`src/rtl/button_press_decoder_if.sv`:
```
// Button decoder bus: debounced level in, press/long/repeat pulses and held level out.
// master is the upstream/consumer side, slave is the decoder itself.
interface button_press_decoder_if;
    logic signal_f;
    logic press_o;
    logic long_o;
    logic repeat_o;
    logic held_o;

    modport master (output signal_f, input press_o, long_o, repeat_o, held_o);
    modport slave  (input signal_f, output press_o, long_o, repeat_o, held_o);
endinterface

```
`src/rtl/button_press_decoder.sv`:
```
// Classifies debounced presses as short or long and emits auto-repeat ticks while a
// long press is held. All outputs are registered single-cycle pulses except held_o.
module button_press_decoder #(
    parameter int CNT_W        = 16,
    parameter int LONG_COUNT   = 5000,
    parameter int REPEAT_COUNT = 1000
) (
    input  logic                        clk,
    input  logic                        rst,
    button_press_decoder_if.slave       bus
);

    typedef enum logic [1:0] {
        ARM     = 2'd0,
        IDLE    = 2'd1,
        PRESSED = 2'd2,
        LONG    = 2'd3
    } state_t;

    localparam logic [CNT_W-1:0] LONG_CNT = CNT_W'(LONG_COUNT);
    localparam logic [CNT_W-1:0] REP_CNT  = CNT_W'(REPEAT_COUNT);

    state_t           r_state;
    logic [CNT_W-1:0] r_cnt;
    logic             r_press;
    logic             r_long;
    logic             r_repeat;
    logic             r_held;
    logic [CNT_W-1:0] w_cnt_inc;

    // cnt stays below max(LONG_COUNT, REPEAT_COUNT), so the increment never wraps
    assign w_cnt_inc = r_cnt + 1'b1;

    always_ff @(posedge clk) begin
        if (rst) begin
            r_state  <= ARM;
            r_cnt    <= '0;
            r_press  <= 1'b0;
            r_long   <= 1'b0;
            r_repeat <= 1'b0;
            r_held   <= 1'b0;
        end else begin
            r_press  <= 1'b0;
            r_long   <= 1'b0;
            r_repeat <= 1'b0;
            case (r_state)
                ARM: begin
                    r_held <= 1'b0;
                    r_cnt  <= '0;
                    if (!bus.signal_f) r_state <= IDLE;
                end
                IDLE: begin
                    if (bus.signal_f) begin
                        r_state <= PRESSED;
                        r_cnt   <= CNT_W'(1);
                        r_held  <= 1'b1;
                    end else begin
                        r_held  <= 1'b0;
                    end
                end
                PRESSED: begin
                    if (bus.signal_f) begin
                        r_held <= 1'b1;
                        if (w_cnt_inc == LONG_CNT) begin
                            r_state <= LONG;
                            r_cnt   <= '0;
                            r_long  <= 1'b1;
                        end else begin
                            r_cnt   <= w_cnt_inc;
                        end
                    end else begin
                        r_state <= IDLE;
                        r_cnt   <= '0;
                        r_held  <= 1'b0;
                        r_press <= 1'b1;
                    end
                end
                LONG: begin
                    if (bus.signal_f) begin
                        r_held <= 1'b1;
                        // REPEAT_COUNT == 0 parks cnt at zero and never ticks
                        if (REPEAT_COUNT != 0) begin
                            if (w_cnt_inc == REP_CNT) begin
                                r_cnt    <= '0;
                                r_repeat <= 1'b1;
                            end else begin
                                r_cnt    <= w_cnt_inc;
                            end
                        end else begin
                            r_cnt <= '0;
                        end
                    end else begin
                        r_state <= IDLE;
                        r_cnt   <= '0;
                        r_held  <= 1'b0;
                    end
                end
                default: begin
                    r_state <= ARM;
                    r_cnt   <= '0;
                    r_held  <= 1'b0;
                end
            endcase
        end
    end

    assign bus.press_o  = r_press;
    assign bus.long_o   = r_long;
    assign bus.repeat_o = r_repeat;
    assign bus.held_o   = r_held;

endmodule

```
`src/flat_wrapper.sv`:
```
// flat-port wrapper written by rule: the top's interface ports become plain ports
module button_press_decoder_flat 
#(
    parameter int CNT_W        = 16,
    parameter int LONG_COUNT   = 5000,
    parameter int REPEAT_COUNT = 1000
)
  (clk, rst, bus_signal_f, bus_press_o, bus_long_o, bus_repeat_o, bus_held_o);
  button_press_decoder_if bus_i ();
  input  logic clk;
  input  logic rst;
  input wire logic [$bits(bus_i.signal_f)-1:0] bus_signal_f;
  output wire logic [$bits(bus_i.press_o)-1:0] bus_press_o;
  output wire logic [$bits(bus_i.long_o)-1:0] bus_long_o;
  output wire logic [$bits(bus_i.repeat_o)-1:0] bus_repeat_o;
  output wire logic [$bits(bus_i.held_o)-1:0] bus_held_o;
  assign bus_i.signal_f = bus_signal_f;
  assign bus_press_o = bus_i.press_o;
  assign bus_long_o = bus_i.long_o;
  assign bus_repeat_o = bus_i.repeat_o;
  assign bus_held_o = bus_i.held_o;
  button_press_decoder #(.CNT_W(CNT_W), .LONG_COUNT(LONG_COUNT), .REPEAT_COUNT(REPEAT_COUNT)) u_core (.clk(clk), .rst(rst), .bus(bus_i));
endmodule
```
`config.mk`:
```
export PLATFORM = sky130hd
export DESIGN_NAME = button_press_decoder_flat
export DESIGN_NICKNAME = d
export VERILOG_FILES = /design/src/rtl/button_press_decoder_if.sv /design/src/rtl/button_press_decoder.sv /design/src/flat_wrapper.sv
export SDC_FILE = /design/constraint.sdc
export NUM_CORES = 1
export LEC_CHECK = 0
export ABC_AREA = 1
export BUFFER_PORTS_ARGS = -buffer_cell sky130_fd_sc_hd__buf_4
export CAP_MARGIN = 15
export CORE_AREA = 2 2 62 64
export CTS_CLUSTER_SIZE = 28
export DETAILED_ROUTE_END_ITERATION = 12
export DIE_AREA = 0 0 64 66
export GPL_ROUTABILITY_DRIVEN = 0
export PLACE_DENSITY = 0.62
export REMOVE_ABC_BUFFERS = 1
export SETUP_SLACK_MARGIN = 0.2
export SLEW_MARGIN = 10
export SYNTH_ARGS = -nofsm -noshare
export SYNTH_HDL_FRONTEND = slang
export SYNTH_SLANG_ARGS = --single-unit
```
`constraint.sdc`:
```
create_clock -name clk -period 2.56 [get_ports clk]
set_input_delay 0.512 -clock clk [delete_from_list [all_inputs] [get_ports clk]]
set_output_delay 0.512 -clock clk [all_outputs]
set_load 0.02 [all_outputs]
```
==> results.md, run 1 <==
Route:
- The number of remaining DRC errors is 0.
- For this block, the routed nets add up to 3140 um of wire.
- Dividing the detail-routed via count by the number of cells gives 4.79.
- The detailed-route wire length per cell is 10.8 um.
- The first detailed-routing pass took 4 iterations.
- The number of violations reported at the end of detailed-routing iteration 0 is 68.
- Summing over every cut layer, the via total after detailed routing is 1388.
- Once detail routing completed, the nets flagged for antenna violations numbered 0.

Yosys:
- Counting flops with an async set or reset pin after synthesis yields a share of 0.
- The proportion of synthesized chip area in sequential cells is 0.287.
- By count the netlist is led by 70 x sky130_fd_sc_hd__nand2_1, 27 x sky130_fd_sc_hd__inv_1, 25 x sky130_fd_sc_hd__nor2_1, 22 x sky130_fd_sc_hd__dfxtp_1, 16 x sky130_fd_sc_hd__nand3_1.
- The most area-hungry cell type in the Yosys netlist is sky130_fd_sc_hd__dfxtp_1.
- Yosys printed 0 warnings.
- After synthesis, the mean cell area works out to 6.50 um^2.
- Sorting the synthesized cells by area gives the leading types as sky130_fd_sc_hd__dfxtp_1 29%, sky130_fd_sc_hd__nand2_1 17%, sky130_fd_sc_hd__inv_1 6.6%, sky130_fd_sc_hd__nand2_2 6.1%, sky130_fd_sc_hd__nor2_1 6.1%.
- The prevailing post-synth register cell is sky130_fd_sc_hd__dfxtp_1.
- The post-synthesis cell area is 1530 um^2.
- Counting flops with a built-in enable in the synthesized netlist gives 0.
- In this run, synthesis produced a sequential element count of 22.
- The netlist uses 24 different library cells.
- The most common cell in the netlist is sky130_fd_sc_hd__nand2_1.
- Synthesis handed over a netlist of 236 instances.
- The area share of the leading cell type in the synthesized netlist is 0.287.

Critical path:
- The register-to-register setup slack is 0.53 ns.
- The kind of end point of the critical path is a flip-flop.
- Following the worst setup path forward leads to its endpoint at u_core.r_cnt[2].
- The worst register-to-register path begins at u_core.r_cnt[0].
- The data arrival time at the worst-slack endpoint is 2.24 ns.
- The start point of the critical path is u_core.r_cnt[0].
- The critical path data required time is 2.77 ns.
- Along the worst path, the maximum fanout reaches 16.
- The number of cells on the worst reg-to-reg path is 12.
- The endpoint of the lowest-slack register-to-register path is u_core.r_cnt[2].
- The nature of the critical path startpoint is a flip-flop.
- By startpoint and endpoint, the worst setup path is classified as flip-flop to flip-flop.

Die:
- The floorplan step defined a core boundary enclosing 3550 um^2.
- For this configuration, the core starts out at a cell density of 0.432.
- The full die area is 4220 um^2.
- During I/O placement, the number of pins put on the boundary was 7.
- In this run the core area contains 22 standard-cell rows.
- From left edge to right edge, the die measures 64 um.
- The die is 66 um tall.

Global routing:
- The first-pass GRT wire length is 5810 um.
- The number of antenna violations at the first check in global routing is 0.
- The overall routing resource usage is 0.170.
- Global routing finished with a remaining overflow of 0.
- The via count of the first global-routing pass is 1327.
- Entering global routing, the biggest net connects 23 pins.

STA:
- The maximum frequency from static timing analysis is 492 MHz.
- In the finished design, the share of the clock period the worst path needs comes to 0.794.
- Setup repair after global routing left no endpoint under its margin.
- The smallest clock period supported by the final layout is computed as 2.03 ns.
- The final hold violation count is 0.
- The number of max-slew violations in the final report is 0.
- The worst clock skew is 0.00248 ns.
- The final-layout worst hold slack is 0.479 ns.
- The worst slew margin relative to its limit is 0.635.
- In the final timing run, aggregate negative setup slack is 0 ns.
- Setup violations remaining at the end of the flow were counted as 0.
- At the pin with the least slew margin, the transition time is 0.546 ns.

Clock network:
- CTS built an H-tree with a depth of 1.
- The number of hold buffers added after CTS is 0.
- For this design, the sink count on the clock tree is 22.
- The maximum clock insertion buffer count is 2.
- The post-CTS clock slew at the launch and capture registers of the worst setup and hold paths is 0.13 ns.
- The clock reaches the later pin of the worst-skew pair after 0.31 ns.
- The TritonCTS clock tree is yes.
- The CTS buffer count is 3.
- The tree is rooted in a sky130_fd_sc_hd__clkbuf_4.

Finish:
- The finished layout cell area is 1630 um^2.
- The repair_antennas step left the layout with diodes totalling 0.
- The utilization of the core after routing is 0.460.
- The layout cell share with drive strength beyond 1 is 0.190.
- Excluding fillers, the count of instances in the completed layout stands at 290.
- After the last flow step, the layout net total stands at 251.
- From synthesis to final layout, the design area changed by 6.44%.

Min path:
- The min-delay analysis places its worst path in the category input port to flip-flop.

Power and ir drop:
- The leakage power is 0.571 nW.
- The total power per unit cell area is 498 nW/um^2.
- IR analysis of the VDD net gives a maximum drop of 347 uV.

Job:
- Across the run, the number of max-cap violations was 0.

Placed design:
- The cell count after placement is 286.
- After legalization and detailed placement, the total HPWL measured 2330 um.
- Summing all placed instances gives a cell area of 1590 um^2.
- In this run the tool buffered the top-level ports with 6 buffer cells.

Outcome:
- The run finished with clean final reports.
## where the power goes
group          internal [mW]  switching (mW)
Clock                 0.0869           0.112
Combinational         0.0679           0.164
Sequential             0.361          0.0197
## cells in the final DEF (no fill, tap or decap)
master and count:
sky130_fd_sc_hd__a21oi_2 10, sky130_fd_sc_hd__nand2_4 2, sky130_fd_sc_hd__nand3b_1 1, sky130_fd_sc_hd__clkbuf_4 3, sky130_fd_sc_hd__o21bai_1 2, sky130_fd_sc_hd__o21ai_1 1
sky130_fd_sc_hd__buf_4 7, sky130_fd_sc_hd__nand3_2 1, sky130_fd_sc_hd__a21oi_1 12, sky130_fd_sc_hd__dfxtp_1 22, sky130_fd_sc_hd__nand2_1 70, sky130_fd_sc_hd__inv_1 27
sky130_fd_sc_hd__nor3_1 4, sky130_fd_sc_hd__nand4_1 4, sky130_fd_sc_hd__ha_1 5, sky130_fd_sc_hd__nor2_2 3, sky130_fd_sc_hd__o21ai_0 5, sky130_fd_sc_hd__nand3_1 16
sky130_fd_sc_hd__nor2_4 4, sky130_fd_sc_hd__nand2_2 15, sky130_fd_sc_hd__clkbuf_8 1, sky130_fd_sc_hd__nor2_1 25, sky130_fd_sc_hd__clkinv_1 2
## registers in the layout (all words and copies together), names as in the netlist
signal	count
u_core.bus.held_o	1
u_core.bus.repeat_o	1
u_core.r_state	2
u_core.r_cnt	16
u_core.bus.press_o	1
u_core.bus.long_o	1
## routing by layer
metal | routed length, um | GRT usage
met4 | 18 | 0.0245
met5 | 0 | 0
met1 | 1550 | 0.215
met3 | 83 | 0.0358
met2 | 1480 | 0.301
## final cells by class
type | instances | area (um^2)
Tap cell | 48 | 60.1
Clock buffer | 4 | 36.3
Inverter | 29 | 109
Fill cell | 381 | 1920
Sequential cell | 22 | 440
Multi-Input combinational cell | 180 | 935
Timing Repair Buffer | 7 | 52.6
## worst min-delay path by stage
stage	startpoint	to	slack, ns	depth (start not counted)
after CTS	bus_signal_f	u_core.bus.press_o	0.47	4
after global routing	bus_signal_f	u_core.bus.repeat_o	0.48	3
after global placement	u_core.r_cnt[15]	u_core.r_cnt[15]	0.48	2
after detailed placement	u_core.r_cnt[15]	u_core.r_cnt[15]	0.48	2
after floorplan	u_core.r_cnt[15]	u_core.r_cnt[15]	0.45	2
final	bus_signal_f	u_core.bus.press_o	0.48	4
## kinds of logic after synthesis
kind of cell | Yosys count | synth area share
fa+ha+maj | 5 | 0.0408
buf+inv | 34 | 0.107
simple gates | 145 | 0.440
compound gates | 30 | 0.126
flops | 22 | 0.287
## per-stage QoR
step                worst slack [ns]  power [mW]
floorplan                      0.677       0.551
global placement               0.512       0.623
detailed placement             0.457       0.624
CTS                            0.438       0.824
global route                   0.230       0.877
finish                         0.528       0.813
## worst max-delay path, cell delays in order, from the launching register on
cell and delay [ns]:
sky130_fd_sc_hd__dfxtp_1 0.42, sky130_fd_sc_hd__ha_1 0.21, sky130_fd_sc_hd__nand2_1 0.11, sky130_fd_sc_hd__nor2_4 0.16, sky130_fd_sc_hd__nand3b_1 0.11, sky130_fd_sc_hd__nand2_1 0.08, sky130_fd_sc_hd__nand3_1 0.08, sky130_fd_sc_hd__nor2_2 0.19
sky130_fd_sc_hd__nand3_1 0.14, sky130_fd_sc_hd__nand2_2 0.10, sky130_fd_sc_hd__nand2_4 0.16, sky130_fd_sc_hd__nand2_1 0.11, sky130_fd_sc_hd__a21oi_1 0.06
## timing repair
item / in CTS / in global routing
setup endpoints to repair: 0 / 2
setup buffers: 0 / 0
resized for setup: 0 / 1
(Power assumes the default switching activity.)
==> run 2: changes to the inputs <==
- ABC_AREA: 1 -> 0
- CORE_AREA: 2 2 62 64 -> 2 2 59 61
- DIE_AREA: 0 0 64 66 -> 0 0 61 63
- clock period: 2.56 -> 1.9 ns (I/O delays scaled with it)
==> run 2 against run 1 <==
Against the previous run:
- the flow now finishes with violations (setup timing)
- sequential power rose by 37%
- synthesized cell count fell by 27%
- maximum frequency down 14%
- via count rose by 7.3%
- non-clock buffer count up 49
- global-route usage increased by 6.2 points
- cell area is 32% higher
- worst setup slack got worse by 0.98 ns
- die area shrank 9.0%
- first-iteration DRC count down 38%
- largest cell class unchanged
- highest routed layer unchanged
==> results.md, run 2 <==
Outcome:
- The flow ran to the end, but the final reports show violations.
- The final reports fail on setup timing.

Clock network:
- TritonCTS built the clock tree.
- The number of hold buffers added after CTS is 0.
- For the worst-skew pair, the clock arrives at the later sink with an insertion delay of 0.33 ns.
- Clock-pin slew was measured on the worst setup and hold paths at 0.13 ns.
- The CTS buffer count is 3.
- The longest clock path from root to sink contains 2 buffers.
- In this run the number of H-tree levels came out at 1.
- The CTS sink count is 22.
- The clock tree root driver cell is sky130_fd_sc_hd__clkbuf_4.

Die:
- The placeable core area is 3230 um^2.
- During I/O placement, the number of pins put on the boundary was 7.
- For this configuration, the core starts out at a cell density of 0.429.
- The floorplan step set the die width to 61 um.
- Row generation in the floorplan step produced 21 rows.
- The height of the die is 63 um.
- The die covers 3840 um^2.

Placed design:
- Timing analysis after detailed placement gives a worst setup slack of -0.540 ns.
- The detailed placer's ending HPWL is 2770 um.
- The count of input and output buffers is 6.

Critical path:
- The endpoint of the lowest-slack register-to-register path is u_core.r_cnt[4].
- The nature of the critical path startpoint is a flip-flop.
- Data arrives at the worst endpoint at 2.59 ns.
- The worst setup path is captured at a flip-flop.
- The peak fanout along the critical path is 6.
- The worst setup path is of the flip-flop to flip-flop kind.
- The critical path data required time is 2.14 ns.
- The register-to-register setup slack is -0.46 ns.
- The number of cells on the worst reg-to-reg path is 9.
- The worst flop-to-flop path startpoint is u_core.r_cnt[0].

Yosys:
- The prevailing post-synth register cell is sky130_fd_sc_hd__dfxtp_1.
- The most common cell in the synthesized netlist is sky130_fd_sc_hd__nand2_1.
- The post-synthesis cell area is 1390 um^2.
- By area the synthesized netlist is led by sky130_fd_sc_hd__dfxtp_1 32%, sky130_fd_sc_hd__nand2_1 7.0%, sky130_fd_sc_hd__xnor2_1 5.1%, sky130_fd_sc_hd__ha_1 4.5%, sky130_fd_sc_hd__nand3_1 3.3%.
- In this run, synthesis inferred 0 flip-flops with an integrated enable.
- After synthesis, the most frequently instantiated cells are 26 x sky130_fd_sc_hd__nand2_1, 22 x sky130_fd_sc_hd__dfxtp_1, 12 x sky130_fd_sc_hd__nor2_1, 9 x sky130_fd_sc_hd__nand3_1, 8 x sky130_fd_sc_hd__xnor2_1.
- The proportion of synthesized chip area in sequential cells is 0.318.
- The synthesized design spends more area on one cell type than any other, namely sky130_fd_sc_hd__dfxtp_1.
- For this run, asynchronously set or reset flops after synthesis account for 0.
- During synthesis, Yosys emitted a total of 0 warnings.
- The area share of the leading cell type in the synthesized netlist is 0.318.
- The synthesized instance count is 173.
- The synthesized area per cell is 8.01 um^2.
- The synthesized netlist contains 45 unique library cells.
- The count of state elements after synthesis is 22.

Finish:
- The net count reported at finish is 235.
- The top cell types in the final layout, fill and taps aside, are 48 x sky130_fd_sc_hd__buf_4, 25 x sky130_fd_sc_hd__nand2_1, 12 x sky130_fd_sc_hd__nor2_1, 11 x sky130_fd_sc_hd__dfxtp_2, 10 x sky130_fd_sc_hd__dfxtp_1.
- At the end of the flow the core is filled with cells to 0.665.
- In the final layout, the share of cells above drive strength 1 is 0.469.
- The repair_antennas step left the layout with diodes totalling 0.
- The area growth from synthesis to layout is 55.2%.
- Leaving out fill and tap cells, the most frequent cell in the layout is sky130_fd_sc_hd__buf_4.
- In the final layout, the registers with the most flip-flops are u_core.r_cnt x16, u_core.r_state x2.
- The flip-flop count of the largest register after layout is 16.
- The most flop-heavy register is u_core.r_cnt.

Route:
- The total vias in the final route is 1490.
- The number of violations reported at the end of detailed-routing iteration 0 is 42.
- The remaining antenna violation count after routing is 0.
- The detailed-route wire length is 4070 um.
- The detailed-routing iteration count for the pre-antenna-repair pass is 4.
- In the routed design, unresolved DRC markers number 0.
- After detailed routing, the average wire length per cell comes to 15.0 um.
- Using the TritonRoute via totals, the vias-per-cell ratio works out to 5.48.

STA:
- On the final layout, the worst clock skew is 0.00494 ns.
- The final hold violation count is 0.
- The number of max-slew violations in the final report came to 0.
- For the pin with the worst max-slew slack, the measured transition is 0.398 ns.
- Dividing the final minimum period by the clock period gives 1.24.
- Setup repair after global routing could not meet its margin everywhere.
- The total negative setup slack is -6.54 ns.
- Derived from the worst setup path, the maximum achievable clock frequency is 424 MHz.
- The minimum period implied by the final worst setup slack is 2.36 ns.
- Once routing completed, OpenROAD measured the worst setup slack at -0.457 ns.
- The worst slew margin relative to its limit is 0.734.
- The final setup violation count is 19.

Min path:
- The source of the worst hold timing path is rst.
- For hold timing, the worst endpoint is u_core.r_cnt[0].
- The number of cells on the worst hold path is 2.
- In this run the worst hold path is classified as input port to flip-flop.

Power and ir drop:
- The leakage power is 0.906 nW.
- The maximum vdd ir drop is 606 uV.
- Dividing total power by cell area gives a power density of 636 nW/um^2.

Global routing:
- In the global route stage, overall resource usage came out at 0.232.
- Entering global routing, the biggest net connects 13 pins.
- The first global-routing pass estimated 6740 um of wire.
- The overall overflow remaining after global route is 0.
- The via count of the first global-routing pass came to 1490.
- The number of antenna violations at the first check in global routing is 0.

Job:
- The number of violations of the max-capacitance limit is 0.
## run 2: cell types whose count changed after synthesis, sizes merged, moves of 7 or more
cell	change
nand2	-61
nor2	-20
inv	-19
a21oi	-16
xnor2	+8
nand3	-7
## run 2: what timing repair did
| item | 4_1_cts | 5_1_grt |
|---|---|---|
| gates cloned | 0 | 0 |
| resized for setup | 48 | 13 |
| pin swaps | 12 | 17 |
| buffers inserted | 4 | 3 |
| setup endpoints to repair | 20 | 20 |
## run 2: layout make-up
class,count,area (um^2)
sequential,22,458
timing repair buffer,56,459
multi-input combinational,136,1110
inverter,8,30.0
tap,46,57.6
clock buffer,4,36.3
fill,251,1080
## run 2: worst max-delay path by stage
stage | endpoint | cells after the start | slack (ns) | from
floorplan | u_core.r_cnt[3] | 8 | -0.66 | u_core.r_cnt[0]
global placement | u_core.r_cnt[4] | 9 | -0.46 | u_core.r_cnt[0]
detailed placement | u_core.r_cnt[4] | 9 | -0.54 | u_core.r_cnt[0]
CTS | u_core.r_cnt[4] | 9 | -0.39 | u_core.r_cnt[1]
global route | u_core.r_cnt[5] | 11 | -0.54 | u_core.r_cnt[1]
finish | u_core.r_cnt[4] | 9 | -0.46 | u_core.r_cnt[0]
## run 2: report_power, final
group | internal, mW | total [mW] | switching (mW)
Clock | 0.117 | 0.278 | 0.160
Combinational | 0.268 | 0.565 | 0.298
Sequential | 0.493 | 0.523 | 0.0302
Total | 0.878 | 1.37 | 0.488
## run 2: kinds of logic (layout without fill, tap and decap cells)
group | Yosys count | in the layout | synth area share
AO/OA/AOI/OAI | 34 | 34 | 0.178
XOR/XNOR | 9 | 9 | 0.0569
adder cells (fa/ha/maj) | 5 | 5 | 0.0452
buffers and inverters | 15 | 68 | 0.0524
flip-flops | 22 | 22 | 0.318
AND/OR/NAND/NOR | 88 | 88 | 0.350
## run 2: metrics by stage
step	total power, mW	area [um^2]	hold WS, ns	std cells
after global placement	0.952	1780	0.454	261
final	1.37	2150	0.247	272
after floorplan	0.775	1340	0.442	166
after global routing	1.45	2150	0.247	272
after CTS	1.31	2060	0.245	269
after detailed placement	0.963	1780	0.458	261
## run 2: critical path, stage by stage, from the launching register on
cell and delay [ns]:
sky130_fd_sc_hd__dfxtp_2 0.38, sky130_fd_sc_hd__ha_4 0.17, sky130_fd_sc_hd__nand4_4 0.12, sky130_fd_sc_hd__buf_6 0.15, sky130_fd_sc_hd__nor3_4 0.20, sky130_fd_sc_hd__xnor2_2 0.10, sky130_fd_sc_hd__a21o_1 0.19, sky130_fd_sc_hd__or4_4 0.58
sky130_fd_sc_hd__and3_4 0.19, sky130_fd_sc_hd__a22o_1 0.20
## run 2: metal layers
metal  wire, um  global-route usage  part of all wire
met5          0                   0                 0
met4        114              0.0815             0.028
met3        131              0.0373             0.032
met2       2040               0.388              0.50
met1       1780               0.292              0.44
==> run 3: changes to the inputs <==
- CTS_BUF_LIST: unset -> sky130_fd_sc_hd__clkbuf_8
==> run 3 against run 2 <==
Against the previous run:
- the flow still finishes with violations (setup timing)
- wire length is 8.6% higher
- largest cell class unchanged
- clock power rose by 28%
- register-to-register slack gained 0.02 ns
- sequential power is essentially flat
- highest routed layer unchanged
==> results.md, run 3 (synthesis gave the netlist of run 2 again) <==
Outcome:
- The run finished, with violations left.
- The final reports fail on setup timing.

Global routing:
- The number of antenna violations at the first check in global routing is 0.
- The via count of the first global-routing pass is 1505.
- The first-pass GRT wire length is 6980 um.
- In the global route stage, overall resource usage came out at 0.240.
- Entering global routing, the biggest net connects 13 pins.
- The overall overflow remaining after global route is 0.

Finish:
- The final layout contains 240 nets.
- The area growth from synthesis to final layout is 63.6%.
- In the layout the commonest cells are 48 x sky130_fd_sc_hd__buf_4, 25 x sky130_fd_sc_hd__nand2_1, 12 x sky130_fd_sc_hd__nor2_1, 12 x sky130_fd_sc_hd__dfxtp_1, 11 x sky130_fd_sc_hd__buf_6.
- The register with the most flip-flops in the layout has 16 of them.
- The layout cell share with drive strength beyond 1 is 0.494.
- The library cell used most frequently in the layout, excluding fill and tap cells, is sky130_fd_sc_hd__buf_4.
- The largest registers in the layout are u_core.r_cnt x16, u_core.r_state x2.
- The most flop-heavy register is u_core.r_cnt.
- The finished layout cell area is 2270 um^2.
- 0 antenna diodes ended up in the layout.

Route:
- The routed wire length on met3 is 184 um.
- The detailed-route wire length per cell is 16.0 um.
- After detailed routing, the met2 layer carries 2240 um of wire.
- For this block, the via count after detailed routing is 1531.
- The detailed-route wire length is 4420 um.
- After detailed routing, no signal wire sits above met4.
- In the routed design, unresolved DRC markers number 0.
- The mean number of vias per cell is 5.53.
- In this run, the number of DRC markers left after iteration 0 of detailed routing was 54.
- The remaining antenna violation count after routing is 0.
- The wire length on met1 is 1870 um.
- The detailed-routing iteration count for the pre-antenna-repair pass is 4.

STA:
- The final setup violation count is 20.
- On the final layout, the worst clock skew is 0.00327 ns.
- Derived from the worst setup path, the maximum achievable clock frequency is 429 MHz.
- Setup repair after global routing could not meet its margin everywhere.
- The worst slew margin relative to its limit is 0.726.
- The number of max-slew violations in the final report is 0.
- For the pin with the worst max-slew slack, the measured transition is 0.411 ns.
- Hold timing on the final database bottoms out at a slack of 0.307 ns.
- The final hold violation count is 0.
- The smallest clock period supported by the final layout is computed as 2.33 ns.
- The share of the clock period used by the worst path after layout is 1.23.
- In the post-route analysis, the smallest setup slack over all paths is -0.433 ns.

Die:
- The initial core utilization is 0.429.
- The height of the die is 63 um.
- During I/O placement, the number of pins put on the boundary was 7.
- The number of rows in the core area is 21.
- The floorplan step set the die width to 61 um.
- The full die area is 3840 um^2.
- The placeable core area is 3230 um^2.

Power and ir drop:
- The switching share of power is 0.349.
- The total power per unit cell area is 629 nW/um^2.
- Summed over all nets, the switching power comes to 0.497 mW.
- Cell internal power was estimated by the tool at 0.928 mW.
- The proportion of power drawn by flip-flops and latches is 0.366.
- Of the total power, the clock network draws 0.250.
- The leakage power is 0.978 nW.
- The maximum vdd ir drop is 655 uV.
- The relative contribution of combinational cells to total power is 0.383.

Min path:
- The type of the most critical hold path is input port to flip-flop.

Clock network:
- The clock insertion delay at the later pin of the skew report is 0.27 ns.
- In this run the clock root is driven by a sky130_fd_sc_hd__clkbuf_8.
- Clock-pin slew was measured on the worst setup and hold paths at 0.09 ns.
- TritonCTS built the clock tree.
- The maximum level of the CTS H-tree is 1.
- The CTS sink count is 22.
- The maximum clock insertion buffer count is 2.
- The CTS buffer count is 3.

Critical path:
- The cell class contributing the biggest share of worst-path delay is simple AND/OR/NAND/NOR gates.
- Traced cell by cell, the critical path runs through ha_4 > nand4_4 > buf_6 > nor4_4 > xnor2_2 > nand2b_4 > or4_4 > nand3_4 > clkbuf_16 > o21ai_1.
- The largest individual stage delay along the critical path comes from the cell sky130_fd_sc_hd__or4_4.
- The type of the setup path with the least slack is flip-flop to flip-flop.
- The delay contributed by the slowest stage of the critical path is 0.59 ns.
- The peak fanout along the critical path is 6.
- STA classifies the critical path startpoint as a flip-flop.
- Data arrives at the worst endpoint at 2.49 ns.
- The critical path data required time is 2.06 ns.
- The worst setup path is captured at a flip-flop.
- The number of buffers and inverters on the critical path is 2.

Placed design:
- The post-place instance area is 1780 um^2.
- The detailed placer's ending HPWL is 2770 um.
- The count of buffers added on input and output ports is 6.

Job:
- Across the run, the number of max-cap violations was 0.
run 3: worst register-to-register path: stages, from the launching register on:
cell,delay (ns)
sky130_fd_sc_hd__dfxtp_2,0.37
sky130_fd_sc_hd__ha_4,0.17
sky130_fd_sc_hd__nand4_4,0.09
sky130_fd_sc_hd__buf_6,0.14
sky130_fd_sc_hd__nor4_4,0.19
sky130_fd_sc_hd__xnor2_2,0.22
sky130_fd_sc_hd__nand2b_4,0.08
sky130_fd_sc_hd__or4_4,0.59
sky130_fd_sc_hd__nand3_4,0.16
sky130_fd_sc_hd__clkbuf_16,0.16
sky130_fd_sc_hd__o21ai_1,0.05
run 3: stage by stage:
step | setup TNS (ns) | worst slack [ns] | total power [mW] | util | cells
after floorplan | -9.43 | -0.660 | 0.775 | - | 166
after global placement | -7.28 | -0.461 | 0.952 | 0.551 | 261
after detailed placement | -8.51 | -0.540 | 0.963 | 0.551 | 261
after CTS | -5.12 | -0.380 | 1.38 | 0.652 | 271
after global routing | -8.33 | -0.515 | 1.51 | 0.701 | 277
final | -6.68 | -0.433 | 1.42 | 0.701 | 277
run 3: worst paths after layout:
| check | depth (start not counted) | start | slack [ns] | end |
|---|---|---|---|---|
| max | 10 | u_core.r_cnt[1] | -0.43 | u_core.r_cnt[15] |
| min | 2 | rst | 0.31 | u_core.r_cnt[0] |
| max reg2reg | 10 | u_core.r_cnt[1] | -0.43 | u_core.r_cnt[15] |
| min reg2reg | 2 | u_core.r_cnt[6] | 0.47 | u_core.r_cnt[6] |
run 3: routing by layer:
layer	global-route usage	up-vias
met5	0	-
met1	0.310	729
li1	-	743
met2	0.401	45
met4	0.0815	0
met3	0.0311	14
run 3: timing repair:
action,in CTS,in global routing
endpoints found under the hold margin,0,0
buffers inserted,6,5
pin swaps,17,13
hold buffers,0,0
endpoints found under the setup margin,20,20
gates cloned,0,1
resized for setup,48,21
run 3: power groups by stage:
stage	clock (mW)	sequential, mW	combinational, mW
2_1_floorplan	0	0.538	0.238
3_3_place_gp	0	0.530	0.422
3_5_place_dp	0	0.532	0.431
4_1_cts	0.357	0.522	0.496
5_1_grt	0.383	0.529	0.594
6_report	0.357	0.522	0.546
run 3: final cells by class:
type / instances / area [um^2]
multi-input cells: 136 / 1140
fillers: 244 / 966
repair buffers: 61 / 529
flip-flops and latches: 22 / 458
well taps: 46 / 57.6
clock buffers: 4 / 55.1
inverters: 8 / 30.0
